`src/rtl/adder_pkg.sv`:
```
// rtl/adder_pkg.sv - shared constants for the registered add/subtract block
//
// Purpose: op encoding and default operand width shared by adder and add_core.
// Ports:   none (package).

package adder_pkg;

  localparam int   DEFAULT_N = 4;

  localparam logic OP_ADD = 1'b0;
  localparam logic OP_SUB = 1'b1;

endpackage

```
`src/rtl/add_core.sv`:
```
// rtl/add_core.sv - combinational N-bit add/subtract with carry/borrow and signed overflow
//
// Purpose: pure arithmetic datapath; subtract is formed as a + ~b + 1.
// Ports:
//   a, b      [N-1:0] operands (unsigned or two's-complement)
//   op        0 = add, 1 = subtract
//   sum       [N-1:0] result modulo 2^N
//   carry     carry-out on add, borrow (a < b) on subtract
//   overflow  signed two's-complement overflow

module add_core
  import adder_pkg::*;
#(
  parameter int N = DEFAULT_N
) (
  input  logic [N-1:0] a,
  input  logic [N-1:0] b,
  input  logic         op,
  output logic [N-1:0] sum,
  output logic         carry,
  output logic         overflow
);

  logic         is_sub;
  logic [N-1:0] b_eff;
  logic [N:0]   full;

  assign is_sub = (op == OP_SUB);
  assign b_eff  = is_sub ? ~b : b;

  // The carry-in of one completes the two's-complement negation of b.
  assign full = {1'b0, a} + {1'b0, b_eff} + {{N{1'b0}}, is_sub};
  assign sum  = full[N-1:0];

  // With a + ~b + 1 the raw carry-out means "no borrow", so invert it on subtract.
  assign carry = full[N] ^ is_sub;

  // Overflow when both effective addends share a sign that the result does not.
  assign overflow = (a[N-1] == b_eff[N-1]) && (sum[N-1] != a[N-1]);

endmodule

```
`src/rtl/adder.sv`:
```
// rtl/adder.sv - one-cycle-latency registered add/subtract unit
//
// Purpose: samples operands when in_valid is high and presents the result one
//          cycle later; results hold while no new operation arrives.
// Ports:
//   clk        rising-edge clock
//   rst_n      asynchronous active-low reset
//   in_valid   operands and op are valid this cycle
//   op         0 = add, 1 = subtract
//   a, b       [N-1:0] operands
//   out_valid  registered copy of in_valid
//   c          [N-1:0] registered result
//   carry      registered carry / borrow
//   overflow   registered signed overflow

module adder
  import adder_pkg::*;
#(
  parameter int N = DEFAULT_N
) (
  input  logic         clk,
  input  logic         rst_n,
  input  logic         in_valid,
  input  logic         op,
  input  logic [N-1:0] a,
  input  logic [N-1:0] b,
  output logic         out_valid,
  output logic [N-1:0] c,
  output logic         carry,
  output logic         overflow
);

  logic [N-1:0] sum_d;
  logic         carry_d;
  logic         overflow_d;

  add_core #(.N(N)) u_core (
    .a        (a),
    .b        (b),
    .op       (op),
    .sum      (sum_d),
    .carry    (carry_d),
    .overflow (overflow_d)
  );

  // Result registers load only on a valid operation, so idle cycles (including
  // undriven operands) leave the last result visible.
  always_ff @(posedge clk or negedge rst_n) begin
    if (!rst_n) begin
      out_valid <= 1'b0;
      c         <= '0;
      carry     <= 1'b0;
      overflow  <= 1'b0;
    end else begin
      out_valid <= in_valid;
      if (in_valid) begin
        c        <= sum_d;
        carry    <= carry_d;
        overflow <= overflow_d;
      end
    end
  end

endmodule

```
`config.mk`:
```
export PLATFORM = sky130hd
export DESIGN_NAME = adder
export DESIGN_NICKNAME = d
export VERILOG_FILES = /design/src/rtl/adder_pkg.sv /design/src/rtl/add_core.sv /design/src/rtl/adder.sv
export SDC_FILE = /design/constraint.sdc
export NUM_CORES = 1
export LEC_CHECK = 0
export CORE_MARGIN = 3
export CORE_UTILIZATION = 35
export CTS_BUF_LIST = sky130_fd_sc_hd__clkbuf_8
export DETAILED_ROUTE_END_ITERATION = 12
export PLACE_DENSITY = 0.66
export SETUP_SLACK_MARGIN = 0.1
export SLEW_MARGIN = 20
export SYNTH_ARGS = -nofsm -noshare
export SYNTH_HDL_FRONTEND = slang
export SYNTH_HIERARCHICAL = 1
export SYNTH_SLANG_ARGS = --single-unit
```
`constraint.sdc`:
```
create_clock -name clk -period 2.3 [get_ports clk]
set_clock_uncertainty 0.15 [all_clocks]
set_input_delay 0.46 -clock clk [delete_from_list [all_inputs] [get_ports clk]]
set_output_delay 0.46 -clock clk [all_outputs]
set_load 0.01 [all_outputs]
```
Yosys cells after proc, flatten, opt, wreduce, memory -nomap -nowiden
Index checks and enable logic that the tools add are counted.
- bits in registers: 7
- bits in latches: 0
- bits in writable memories: 0
- memory bits (read-only): 0
- input bits: 12
- output and inout port bits: 7
- word-level logic and storage cells: 12
- memories kept: 0
- add/sub/neg operators: 2
- $mul: 0
- divide/modulo/power cells: 0
- order comparisons: 0
- eq/ne operators: 2
- shift operators: 0
- muxes and demuxes: 1
- bitwise logic cells: 2
- reduce and logical (&&, ||, !) cells: 1
- operator list (kind ; count):
    adder 4 x 4 -> 5 bit ; 1
    adder 5 x 1 -> 5 bit ; 1
    two-way mux 4 bit ; 1
    NOT 4 bit ; 1
    equality test 1 bit ; 1
    logical AND 1 bit ; 1
    != test 1 bit ; 1
    XOR 1 bit ; 1

Depth between registers and ports, before layout
Gate-level depths: netlist of the first run.
- depth in word-level cells: 6
- gate-level depth with buffers: 7
- depth with buffers taken out: 6

Modules after synthesis
The synthesis of the first run kept the hierarchy.
- modules (own cells, without submodules) (module ; times used ; cells each ; area each (µm²) ; sequential area each (µm²)):
    adder ; 1 ; 14 ; 276.5 ; 175.2
    add_core ; 1 ; 20 ; 211.5 ; 0.0

Least setup slack after synthesis of the first run
OpenSTA, ideal clock, no wires.
- kind: input port to flip-flop
- from: input port op
- to: register overflow
- arrival: 1.977 ns
- required time: 2.025 ns
- setup slack: 0.047 ns
- cell stages on the path: 7
- path buffers: 1
- path through: buf_6 xor2_1 ha_1 a21o_1 a31oi_4 mux2_4 mux2_4
- word-level cells in the longest chain between the ends: 5
- elaborated cells on any way between the ends: 6
- those cells by class: 2 x add/sub; 2 x eq/ne; 1 x mux; 1 x reduce/logical
- ends and longest elaborated chain (what ; line ; RTL):
    from (decl) ; adder.sv:24 ; input logic op,
    two-way mux 4 bit ; add_core.sv:29 ; assign b_eff = is_sub ? ~b : b;
    adder 4 x 4 -> 5 bit ; add_core.sv:32 ; assign full = {1'b0, a} + {1'b0, b_eff} + {{N{1'b0}}, is_sub};
    adder 5 x 1 -> 5 bit ; add_core.sv:32 ;
    != test 1 bit ; add_core.sv:39 ; assign overflow = (a[N-1] == b_eff[N-1]) && (sum[N-1] != a[N-1]);
    logical AND 1 bit * ; add_core.sv:39 ;
    net overflow_d ; adder.sv:35 ; logic overflow_d;
    to (signal assigned) ; adder.sv:59 ; overflow <= overflow_d;
    to (decl) ; adder.sv:30 ; output logic overflow
Mark *: on every way through the listed nets, which the timed path passes. The rest lies on a longest branch.
A chain may end at the register's enable or synchronous reset.

Worst setup path after layout of the first run
Ends and elaborated chain as after synthesis.

==> impl_metrics.json, run 1 <==
{
  "outcome": "finished, final reports clean",
  "critical_path_arrival_ps": 2090,
  "syn-cell-area_sq_um": 488,
  "yosys_warnings": 6,
  "first_global_vias": 372,
  "htreeDepth": 1,
  "tritoncts": "yes",
  "design.final.nets": 80,
  "timing.final.crit_share": 0.930,
  "path_class": "in -> reg",
  "maximum_number_of_pins_on_one_net_before_global_route_repair": 8,
  "cts-buffers-inserted": 3,
  "hold_viol_final": 0,
  "overflow": 0,
  "fillCellCount": 95,
  "synthTopCellsByArea": "sky130_fd_sc_hd__dfrtp_1 (36%), sky130_fd_sc_hd__mux2_4 (25%), sky130_fd_sc_hd__xor2_1 (9.0%)",
  "cell_internal_pwr_w": 0.000424,
  "critical_path.startpoint_type": "primary input",
  "cp-end-kind": "flop",
  "ys_ff_latch": 7,
  "power_leakage_nw": 0.385,
  "clock.fmax_ghz": 0.468,
  "synth-async-reset-ratio": 1.00,
  "synth_xor_xnor_area_share": 0.126,
  "grt_antenna_before_repair": 0,
  "post-route-min-period_ps": 2140,
  "sw_frac_of_total": 0.265,
  "antenna_cells_inserted": 0,
  "post-place-cells": 72,
  "syn_area_per_cell_sq_um": 14.4,
  "power.switching_w": 0.000153,
  "synth_largest_area_cell": "sky130_fd_sc_hd__dfrtp_1",
  "synth-adder-area-share": 0.118,
  "hold_removal_path_class": "in -> async",
  "ys_seq_area_frac": 0.359,
  "fin_cells": 77,
  "first_pass_grt_wire_length_microns": 1670,
  "drtPass1Iterations": 4,
  "route.detailed.drc": 0,
  "placer_congestion_estimate": 0.728,
  "synth-edff-count": 0,
  "fin_hold_ws_ps": 336,
  "seq_power_share": 0.296,
  "syn-instance-count": 34,
  "worst-r2r-setup-slack_ps": 1360,
  "timing.final.max_slew_violations": 0,
  "worstPathRequired_ps": 2260,
  "synth_simple_gate_area_share": 0.0205,
  "fp.dieW_microns": 43.3,
  "post_drt_via_cell_ratio": 4.75,
  "syn_nets": 50,
  "rsz_0062_raised_after_global_routing": "false",
  "tightestPinTransition_ps": 407,
  "detailroute.via_count": 366,
  "synthDominantCellAreaShare": 0.359,
  "share_clk_of_total_power": 0.285,
  "r2r_start": "carry",
  "synth_most_common_cell": "sky130_fd_sc_hd__mux2_4",
  "ctsRootBufferMaster": "sky130_fd_sc_hd__clkbuf_8",
  "track_usage": 0.131,
  "cts_sinks": 7,
  "power_after_layout_w": 0.000577,
  "floorplan.core_area_sq_um": 1200,
  "clock_path_buffers": 2,
  "synth.top_cells.by_count": "sky130_fd_sc_hd__mux2_4 (8), sky130_fd_sc_hd__dfrtp_1 (7), sky130_fd_sc_hd__xor2_1 (5)",
  "cts.clk_slew.worst_paths_ps": 40,
  "final_antenna_net_count": 0,
  "synthFlopType": "sky130_fd_sc_hd__dfrtp_1",
  "powerDensity_nw_per_um2": 719,
  "max_cap_viol_count": 0,
  "max-slew-margin-rel": 0.728,
  "drive_above_1_share": 0.413,
  "synth_top_family_by_area": "multiplexers",
  "setup_viol": 0,
  "worst_r2r_path_depth": 1,
  "synth_compound_gate_area_share": 0.0846,
  "irDropWorstVdd_v": 0.000326,
  "drt_first_iter_violations": 1,
  "initial_utilization": 0.406,
  "die_height_microns": 43.3,
  "post_synthesis_mux_area_share": 0.246,
  "place_hpwl_microns": 860,
  "clk_latency_ps": 220,
  "finalWirelength_microns": 1080,
  "boundaryPins": 19,
  "port_buffers": 18,
  "crit_path_start": "op",
  "post_drt_wl_per_cell_microns": 14.1,
  "syn_to_final_growth_pct": 64.4,
  "number_of_distinct_standard_cells_referenced_by_the_synthesized_netlist": 12,
  "area_of_the_die_sq_um": 1880,
  "std_cell_rows": 12,
  "timing_endpoint_of_the_critical_path": "overflow",
  "worst_r2r_endpoint": "carry",
  "cp_max_fanout": 4,
  "pwr-share-comb": 0.419
}
-- metal layers --
metal | wire length (microns) | track usage | vias to the layer above
li1 | - | - | 175
met1 | 360 | 0.121 | 170
met2 | 630 | 0.230 | 17
met3 | 60 | 0.0166 | 4
met4 | 31 | 0.145 | 0
met5 | 0 | 0 | -
-- logic make-up (layout without fill, tap and decap cells) --
kind of cell,Yosys count,count (layout)
AOI/OAI and AO/OA,4,4
and+or+nand+nor,2,2
DFF,7,7
xor gates and xnor gates,7,7
buffers and inverters,2,31
adders and majority gates,4,4
muxes,8,8
-- through the flow --
stage	area [sq um]	TNS [ps]	setup slack [ps]	utilization
after floorplan	488	0	47.4	-
after global placement	723	-897	-333	0.602
after detailed placement	723	-1110	-379	0.602
after CTS	800	0	110	0.666
after global routing	802	0	108	0.668
final	802	0	162	0.668
-- cells in the final DEF, fill, tap and decap left out, types with 2 or more instances in the layout --
cell                              count
sky130_fd_sc_hd__clkdlybuf4s50_1     13
sky130_fd_sc_hd__ha_1                 2
sky130_fd_sc_hd__xor2_1               4
sky130_fd_sc_hd__dlygate4sd2_1        3
sky130_fd_sc_hd__a21o_1               2
sky130_fd_sc_hd__mux2_4               8
sky130_fd_sc_hd__buf_4                9
sky130_fd_sc_hd__dfrtp_1              7
sky130_fd_sc_hd__xnor2_1              2
sky130_fd_sc_hd__clkbuf_8             3
-- registers in the layout, summed over array words and instances, names as in the netlist --
register   cells
overflow       1
out_valid      1
carry          1
c              4
-- repair_timing --
action                     in CTS  in global routing
setup endpoints to repair       4                  2
hold buffers                    0                  0
pin swaps                       5                  2
resized for setup              10                  1
buffers inserted                1                  0
-- power groups by stage --
| stage | registers (W) | clock network [W] | logic [W] |
|---|---|---|---|
| 2_1_floorplan | 0.000182 | 0 | 0.000108 |
| 3_3_place_gp | 0.000169 | 0 | 0.000225 |
| 3_5_place_dp | 0.000172 | 0 | 0.000233 |
| 4_1_cts | 0.000171 | 0.000172 | 0.000244 |
| 5_1_grt | 0.000173 | 0.000180 | 0.000259 |
| 6_report | 0.000170 | 0.000164 | 0.000242 |
-- final cells by class --
cell class / count / area, sq um / area share
Tap cell: 14 / 17.5 / 0.0218
Timing Repair Buffer: 27 / 248 / 0.309
Clock buffer: 3 / 41.3 / 0.0515
Sequential cell: 7 / 175 / 0.218
Multi-Input combinational cell: 25 / 317 / 0.395
Clock inverter: 1 / 3.75 / 0.00468
-- how the worst min path moves through the flow --
stage	start	endpoint	slack (ps)	cells after the start
5_1_grt	rst_n	c[2]	350	1
3_3_place_gp	c[2]	c[2]	350	1
2_1_floorplan	rst_n	c[0]	10	0
6_report	rst_n	c[2]	340	1
4_1_cts	rst_n	c[2]	340	1
3_5_place_dp	c[0]	c[0]	360	1
-- worst max-delay path, cell delays in order --
cell and delay (ps):
sky130_fd_sc_hd__clkdlybuf4s15_2 230, sky130_fd_sc_hd__xor2_1 170, sky130_fd_sc_hd__ha_1 310, sky130_fd_sc_hd__a21o_1 190, sky130_fd_sc_hd__a31oi_4 170, sky130_fd_sc_hd__mux2_4 310, sky130_fd_sc_hd__mux2_4 250
(Power assumes the default switching activity.)
==> run 2: changes to the inputs <==
CTS_BUF_LIST = sky130_fd_sc_hd__clkbuf_4   (was sky130_fd_sc_hd__clkbuf_8)
==> run 2 against run 1 <==
  * Combinational power about the same
  * Final area down 2.2%
  * Count of clock-buffer cells in the layout up 1
  * First-iteration DRC count unchanged
  * Critical path type unchanged
  * Largest power group unchanged
  * Highest routed layer unchanged
==> impl_metrics.json, run 2 (same netlist as run 1, synthesis figures left out) <==
{
  "outcome": "finished, final reports clean",
  "route.detailed.drc": 0,
  "rsz_0062_raised_after_global_routing": "false",
  "fp.dieW_microns": 43.3,
  "setup_slack_ps": 182,
  "clk_latency_ps": 240,
  "overflow": 0,
  "htreeDepth": 1,
  "timing.final.max_slew_violations": 0,
  "tritoncts": "yes",
  "setup_viol": 0,
  "track_usage": 0.118,
  "post_drt_wl_per_cell_microns": 13.5,
  "cts.clk_slew.worst_paths_ps": 50,
  "cp_max_fanout": 2,
  "layout_commonest_cell": "sky130_fd_sc_hd__clkdlybuf4s50_1",
  "drt_first_iter_violations": 1,
  "hold_viol_final": 0,
  "powerDensity_nw_per_um2": 673,
  "clock.fmax_ghz": 0.472,
  "largest_reg_flops": 4,
  "cts_sinks": 7,
  "max-slew-margin-rel": 0.727,
  "final_antenna_net_count": 0,
  "critical_path.startpoint_type": "primary input",
  "seq_power_share": 0.321,
  "clock_path_buffers": 2,
  "share_clk_of_total_power": 0.223,
  "tightestPinTransition_ps": 409,
  "sw_frac_of_total": 0.270,
  "initial_utilization": 0.406,
  "die_height_microns": 43.3,
  "std_cell_rows": 12,
  "cell_internal_pwr_w": 0.000386,
  "drive_above_1_share": 0.429,
  "power.switching_w": 0.000142,
  "power_leakage_nw": 0.384,
  "place_hpwl_microns": 860,
  "pwr-share-comb": 0.456,
  "r2r_start": "carry",
  "layout_common_cells": "sky130_fd_sc_hd__clkdlybuf4s50_1 (13), sky130_fd_sc_hd__buf_4 (9), sky130_fd_sc_hd__mux2_4 (8)",
  "hold_buffers": 0,
  "critical_path_arrival_ps": 2100,
  "grt_antenna_before_repair": 0,
  "design.final.nets": 80,
  "boundaryPins": 19,
  "floorplan.core_area_sq_um": 1200,
  "timing.final.crit_share": 0.921,
  "path_class": "in -> reg",
  "syn_to_final_growth_pct": 60.8,
  "regMostFlops": "c",
  "first_global_vias": 368,
  "cp-end-kind": "flop",
  "first_pass_grt_wire_length_microns": 1580,
  "ctsRootBufferMaster": "sky130_fd_sc_hd__clkbuf_4",
  "layout.core_utilization": 0.653,
  "port_buffers": 18,
  "hold_removal_path_class": "in -> async",
  "cts-buffers-inserted": 3,
  "detailroute.via_count": 363,
  "area_of_the_die_sq_um": 1880,
  "max_cap_viol_count": 0,
  "placer_congestion_estimate": 0.728,
  "drtPass1Iterations": 4,
  "worstPathRequired_ps": 2280,
  "maximum_number_of_pins_on_one_net_before_global_route_repair": 8,
  "fillCellCount": 94,
  "fin_hold_ws_ps": 315,
  "pre_cts_slack_ps": -379,
  "irDropWorstVdd_v": 0.000263,
  "finalWirelength_microns": 1040,
  "post-route-min-period_ps": 2120,
  "antenna_cells_inserted": 0,
  "crit_path_start": "a[2]",
  "post_drt_via_cell_ratio": 4.71
}
## run 2: cell types whose count changed in the layout (fill, tap and decap cells not counted), sizes merged
cell / change
dlygate4sd2: -1
clkdlybuf4s15: -1
inv: -1
dlymetal6s2s: +1
clkbuf: +2
## run 2: worst paths after layout
check                           cells past startpoint        to  slack (ps)
worst min-delay path                                1      c[3]         310
worst min register to register                      1      c[0]         360
worst max register to register                      1     carry        1370
min in group clk                                    1      c[0]         360
worst max-delay path                                6  overflow         180
max in group asynchronous                           1      c[0]        1460
## run 2: metrics by stage
step	instances	setup TNS, ps	instance area, sq um	total power [W]
global placement	72	-897	723	0.000394
global route	77	0	785	0.000560
floorplan	34	0	488	0.000290
finish	77	0	785	0.000528
CTS	77	0	783	0.000537
detailed placement	72	-1110	723	0.000406
## run 2: final cells by class
type                       count  area (sq um)  share of cell area
timing repair buffer          27           245               0.313
multi-input combinational     25           317               0.404
tap                           14          17.5              0.0223
clock buffer                   4          30.0              0.0383
sequential                     7           175               0.223
## run 2: worst max-delay path, stage by stage
cell	delay, ps
sky130_fd_sc_hd__clkdlybuf4s50_1	400
sky130_fd_sc_hd__ha_1	290
sky130_fd_sc_hd__a21o_1	210
sky130_fd_sc_hd__a31oi_4	170
sky130_fd_sc_hd__mux2_4	310
sky130_fd_sc_hd__mux2_4	250
## run 2: what timing repair did
item,4_1_cts,5_1_grt
buffers inserted,1,0
gates resized for setup,7,4
endpoints found under the setup margin,3,2
pin swaps,3,2
## run 2: routing by layer
metal,GRT usage,vias to the layer above,share of wire
met5,0,-,0
met1,0.116,171,0.34
li1,-,173,-
met4,0.108,0,0.046
met3,0,4,0.046
met2,0.221,15,0.57
## run 2: power by group through the flow
stage	combinational [W]	clock [W]	sequential, W
after detailed placement	0.000233	0	0.000172
final	0.000241	0.000118	0.000169
after CTS	0.000244	0.000123	0.000170
after global routing	0.000258	0.000129	0.000173
after global placement	0.000225	0	0.000169
after floorplan	0.000108	0	0.000182
